**src/rtl/mem_arbiter.sv**
```systemverilog
// Two-master (IFU, LSU) to one-slave memory arbiter with a single outstanding transaction.
// Define ARB_RR_EN for round-robin tie-breaking; otherwise the LSU has fixed priority.
module mem_arbiter (
  input  logic        clk,
  input  logic        rst,
  input  logic        ifu_req_valid,
  output logic        ifu_req_ready,
  input  logic [31:0] ifu_addr,
  output logic        ifu_resp_valid,
  input  logic        ifu_resp_ready,
  output logic [31:0] ifu_rdata,
  output logic        ifu_err,
  input  logic        lsu_req_valid,
  output logic        lsu_req_ready,
  input  logic [31:0] lsu_addr,
  input  logic        lsu_wen,
  input  logic [31:0] lsu_wdata,
  input  logic [7:0]  lsu_wmask,
  output logic        lsu_resp_valid,
  input  logic        lsu_resp_ready,
  output logic [31:0] lsu_rdata,
  output logic        lsu_err,
  output logic        s_req_valid,
  input  logic        s_req_ready,
  output logic [31:0] s_addr,
  output logic        s_wen,
  output logic [31:0] s_wdata,
  output logic [7:0]  s_wmask,
  input  logic        s_resp_valid,
  output logic        s_resp_ready,
  input  logic [31:0] s_rdata,
  input  logic        s_err,
  output logic [1:0]  dbg_state
);

  // valid/ready: a transfer happens on a rising edge where both are high; the
  // source holds valid and its payload stable until that edge.

  typedef enum logic [1:0] {IDLE = 2'd0, REQ = 2'd1, RESP = 2'd2} state_t;

  state_t state;
  logic   owner_lsu;
  logic   any_req;
  logic   grant_lsu;
  logic   in_resp;

  assign any_req = ifu_req_valid | lsu_req_valid;

`ifdef ARB_RR_EN
  logic last_lsu;
  // On a tie the master that did not win last time gets the port.
  assign grant_lsu = lsu_req_valid & (~ifu_req_valid | ~last_lsu);
`else
  assign grant_lsu = lsu_req_valid;
`endif

  assign ifu_req_ready = (state == IDLE) & ifu_req_valid & ~grant_lsu;
  assign lsu_req_ready = (state == IDLE) & grant_lsu;

  // Response channel is a combinational pass-through to the owning master only.
  assign in_resp        = (state == RESP);
  assign ifu_resp_valid = in_resp & ~owner_lsu & s_resp_valid;
  assign lsu_resp_valid = in_resp & owner_lsu & s_resp_valid;
  assign ifu_rdata      = (in_resp & ~owner_lsu) ? s_rdata : 32'd0;
  assign lsu_rdata      = (in_resp & owner_lsu) ? s_rdata : 32'd0;
  assign ifu_err        = in_resp & ~owner_lsu & s_err;
  assign lsu_err        = in_resp & owner_lsu & s_err;
  assign s_resp_ready   = in_resp & (owner_lsu ? lsu_resp_ready : ifu_resp_ready);
  assign dbg_state      = state;

  always_ff @(posedge clk or negedge rst) begin
    if (!rst) begin
      state       <= IDLE;
      owner_lsu   <= 1'b0;
      s_req_valid <= 1'b0;
      s_addr      <= 32'd0;
      s_wen       <= 1'b0;
      s_wdata     <= 32'd0;
      s_wmask     <= 8'd0;
`ifdef ARB_RR_EN
      last_lsu    <= 1'b1;
`endif
    end else begin
      case (state)
        IDLE: begin
          if (any_req) begin
            owner_lsu   <= grant_lsu;
            s_req_valid <= 1'b1;
            s_addr      <= grant_lsu ? lsu_addr : ifu_addr;
            s_wen       <= grant_lsu & lsu_wen;
            s_wdata     <= grant_lsu ? lsu_wdata : 32'd0;
            s_wmask     <= grant_lsu ? lsu_wmask : 8'd0;
`ifdef ARB_RR_EN
            last_lsu    <= grant_lsu;
`endif
            state       <= REQ;
          end
        end
        REQ: begin
          if (s_req_ready) begin
            s_req_valid <= 1'b0;
            state       <= RESP;
          end
        end
        RESP: begin
          if (s_resp_valid & s_resp_ready) state <= IDLE;
        end
        default: state <= IDLE;
      endcase
    end
  end

endmodule

```
**config.mk**
```make
export PLATFORM = sky130hd
export DESIGN_NAME = mem_arbiter
export DESIGN_NICKNAME = d
export VERILOG_FILES = /design/src/rtl/mem_arbiter.sv
export SDC_FILE = /design/constraint.sdc
export NUM_CORES = 1
export LEC_CHECK = 0
export ABC_AREA = 1
export BUFFER_PORTS_ARGS = -buffer_cell sky130_fd_sc_hd__buf_2
export CAP_MARGIN = 15
export CORE_AREA = 5 5 110 112
export DETAILED_ROUTE_END_ITERATION = 10
export DIE_AREA = 0 0 115 117
export GPL_TIMING_DRIVEN = 0
export PLACE_DENSITY = 0.78
export SYNTH_ARGS = -nofsm -noshare
export SYNTH_HDL_FRONTEND = slang
export SYNTH_SLANG_ARGS = --single-unit
```
**constraint.sdc**
```tcl
create_clock -name clk -period 1.25 [get_ports clk]
set_input_delay 0.0625 -clock clk [delete_from_list [all_inputs] [get_ports clk]]
set_output_delay 0.0625 -clock clk [all_outputs]
set_load 0.005 [all_outputs]
```
Yosys cells after proc, flatten, opt, wreduce, memory -nomap -nowiden:

Cells that the tools add are included.

* output and inout bits: 147
* flip-flop bits (word level): 77
* input bits: 146

* muxes and demuxes: 13
* equality and inequality tests: 5
* bitwise logic cells: 15
* reduce and logical (&&, ||, !) cells: 5

Operator list (count)
* 32-bit two-way mux: 4
* 1-bit bitwise AND: 12
* 8-bit two-way mux: 1
* 2-bit two-way mux: 3
* 2-bit case mux with 3 select lines: 1
* 3-bit AND reduction: 2
* 2-bit != test (second input constant): 2
* 1-bit two-way mux: 3
* 2-bit by 1-bit == test with 1-bit output (second input constant): 1
* 2-bit == test (second input constant): 1
* 2-bit logical NOT: 1
* 2-bit by 1-bit != test with 1-bit output (second input constant): 1
* 1-bit inverter: 2
* 1-bit case mux with 2 select lines: 1
* 2-bit AND reduction: 1
* 2-bit nonzero test: 1
* 1-bit bitwise OR: 1

Longest topological paths before layout:

* depth after elaboration: 5
* gate-level depth with buffers: 6
* depth with buffers taken out: 6

Worst setup path before layout:

OpenSTA, ideal clock, no wires.

* path type: register to register
* start: reg state[0], in the netlist dbg_state[0]
* end: reg s_addr[26]
* buffers on the path: 2
* slack: 0.045 ns
* library setup time: 0.116 ns
* arrival: 1.088 ns
* stages on the path, launching flop included: 7
* cells stage by stage: dfrtp_1 -> nor2_2 -> o21ai_2 -> buf_4 -> buf_4 -> nand2_1 -> nand2_1

* longest elaborated chain between the ends: 2

Ends and longest elaborated chain
* start, declared: line 41 `state_t state;`
* start signal, assigned: line 73 `state <= IDLE;`
* start signal, assigned: line 96 `state <= REQ;`
* start signal, assigned: line 102 `state <= RESP;`
* 2-bit logical NOT: line 84 `case (state)`
* 2-bit AND reduction (no source line)
* end signal, assigned: line 89 `s_addr <= grant_lsu ? lsu_addr : ifu_addr;`
* end, declared: line 25 `output logic [31:0] s_addr,`

No other way between the ends.
A chain may end at the register's enable or synchronous reset.

Final worst setup path:

* start: reg state[0], in the netlist dbg_state[0]
* end: out lsu_rdata[23]

* longest elaborated chain between the ends: 3

Ends and longest elaborated chain
* 2-bit == test: line 61 `assign in_resp = (state == RESP);`
* 1-bit bitwise AND: line 65 `assign lsu_rdata = (in_resp & owner_lsu) ? s_rdata : 32'd0;`
* 32-bit two-way mux: line 65
* end, declared: line 21 `output logic [31:0] lsu_rdata,`

No other way between the ends.

==> run_results.csv <==
group,metric,value,unit
status,status,"finished, violations left",
status,violations,"negative setup slack",
synthesis,ys_ff_latch,77,
floorplanning,die_width,115,um
finish,final_layout_size_suffix_gt1_frac,0.568,
clock_tree,clk_transition_reported_paths,0.06,ns
clock_tree,clkSinkCount,77,
routing,via_per_inst,4.68,
setup_path,critPathKind,"flip-flop to output pin",
setup_path,required,1.19,ns
clock_tree,htree_levels,3,
timing,setup_slack,-0.375,ns
timing,final_hold_viol_count,0,
grt,grt_use_met1,0.257,
routing,num_vias,5072,
synthesis,syn-instance-count,547,
grt,grt_pass1_wl,24100,um
grt,busiest_layer,"met2",
synthesis,synth_area,3790,sq um
grt,grt_start_max_net_pins,59,
timing,worstMarginPinSlew,0.375,ns
clock_tree,clock-root-buffer,"clkbuf_16",
setup_path,rrSetupSlack,-0.27,ns
timing,slew_headroom,0.750,
timing,post-route-period-util,1.30,
finish,fin_nets,1082,
setup_path,cp-start-kind,"flip-flop",
min_path,min_path_type,"input port to flip-flop",
synthesis,yosysUniqueCellTypes,13,
timing,timing.fmax,615,MHz
routing,postRouteWirelength,18000,um
grt,grt_use_met2,0.431,
clock_tree,clk_path_buf_depth,2,
timing,tns,-33.79,ns
floorplanning,dieArea,13500,sq um
timing,setup_viol,147,
synthesis,synth_warnings,0,
timing,rsz0062_at_grt,"yes",
floorplanning,core,11100,sq um
grt,gr-usage-all-layers,0.231,
flow_run,maxCapViolCount,0,
min_path,hold_path_depth,4,
setup_path,r2r-end,"s_wdata[7]",
routing,ant_nets,0,
synthesis,synthesis.nets,693,
power_and_ir_drop,power_leakage,4.55,nW
placement,hpwl,11500,um
timing,layout_min_cycle_time,1.63,ns
min_path,hp-start,"s_resp_valid",
clock_tree,cts_tree,"built",
timing,finalMaxSlewViolations,0,
floorplanning,die_y,117,um
setup_path,crit_path_end_kind,"output pin",
finish,area_growth,103,%
grt,met3_usage,0.0422,
floorplanning,num_rows,39,
floorplanning,start_util,0.341,
finish,fill_cells,831,
clock_tree,cts_buffers,9,
timing,fin_worst_skew,0.0127,ns
placement,gp_congestion,0.828,
clock_tree,clkLatencyLatePin,0.34,ns
timing,timing.hold.ws,0.0355,ns
routing,firstDrtPassIters,4,
grt,grt_antenna_before_repair,1,
placement,io_buffers,292,
min_path,holdPathEnd,"dbg_state[1]",
routing,drc,0,
setup_path,reg2reg_from,"dbg_state[0]",
routing,wl_per_cell,16.6,um
synthesis,yosysSeqAreaShare,0.508,
routing,drt_iter0_drc,265,
floorplanning,ios,293,
setup_path,crit_fanout,7,
setup_path,crit_arrival,1.56,ns
setup_path,crit_start,"dbg_state[0]",
synthesis,syn_avg_cell_area,6.93,sq um
power_and_ir_drop,irDropWorstVdd,1130,uV
setup_path,r2r_cells,9,
power_and_ir_drop,power.density,2120,nW/um^2
grt,grt_pass1_vias,4876,
grt,grt-ovfl-total,0,
## layout make-up
type,count,area (sq um),area share
antenna,1,2.50,0.000325
buffer,26,304,0.0395
clock buffer,10,239,0.0310
clock inverter,5,108,0.0140
inverter,70,280,0.0364
multi-input combinational,373,2100,0.273
sequential,77,1930,0.250
tap,143,179,0.0232
timing repair buffer,379,2560,0.332
## routing by layer
layer / part of all wire / up-vias
met5: 0 / -
met4: 0.030 / 0
met3: 0.072 / 44
met2: 0.54 / 247
met1: 0.36 / 2393
li1: - / 2388
## worst max-delay path, cell delays in order (launching register included)
cell	delay, ns
dfrtp_2	0.44
nor2_4	0.14
buf_12	0.14
nand2_8	0.08
clkbuf_16	0.17
nor2_1	0.11
buf_2	0.15
## cell usage after synthesis, drive strengths merged
cell    instances  area (sq um)
dfrtp          77          1930
nand3           3          15.0
inv            70           263
o21ai          35           179
nor2           71           272
and2            1          6.26
clkbuf          4          15.0
buf            24           133
nand2         262           983
## per-stage QoR
stage                     total power [W]  utilization  setup slack (ns)  std cells  area, sq um
after floorplan                   0.00656            -            0.0454        547         3790
after global placement            0.00893        0.488            -0.439        982         5430
after detailed placement          0.00909        0.491            -0.157        983         5460
after CTS                          0.0140        0.612            -0.309       1072         6810
after global routing               0.0172        0.692            -0.415       1083         7700
final                              0.0163        0.692            -0.375       1084         7700
## cells by family (layout without fill, tap and decap cells)
kind of cell | Yosys count | after routing | share of synthesized area
AO/OA/AOI/OAI | 35 | 35 | 0.0472
buffers and inverters | 98 | 490 | 0.108
AND/OR/NAND/NOR | 337 | 338 | 0.337
other | 0 | 1 | 0
flip-flops | 77 | 77 | 0.508
## sequential cells by signal, summed over array words and instances, names as in the netlist
name,cells
s_addr,32
s_wdata,32
s_wmask,8
dbg_state,2
owner_lsu,1
s_req_valid,1
s_wen,1
## how the worst max path moves through the flow
stage,slack (ns),depth (start not counted),to
finish,-0.38,6,lsu_rdata[23]
global route,-0.42,7,lsu_rdata[23]
CTS,-0.31,6,ifu_rdata[1]
global placement,-0.44,1,s_wdata[5]
detailed placement,-0.16,6,ifu_rdata[26]
floorplan,0.05,6,s_addr[26]
## power by group
group | total, W | internal [W] | switching [W]
Sequential | 0.00452 | 0.00361 | 0.000913
Combinational | 0.00874 | 0.00443 | 0.00431
Clock | 0.00304 | 0.00200 | 0.00104
Total | 0.0163 | 0.0100 | 0.00626
## layout by cell type (no fill, tap or decap), drive strengths merged
cell	n
bufinv	3
nand2	263
clkbuf	19
and2	1
inv	70
clkinv	2
buf	353
dfrtp	77
nor2	71
diode	1
nand3	3
dlygate4sd3	43
o21ai	35
## repair_timing
action	4_1_cts	5_1_grt
gates cloned	9	8
buffers inserted	22	9
hold buffers	43	0
pin swaps	5	62
hold endpoints to repair	119	0
gates resized for setup	77	225
endpoints found under the setup margin	142	147
Note: power is estimated with default switching activity, not from simulation.
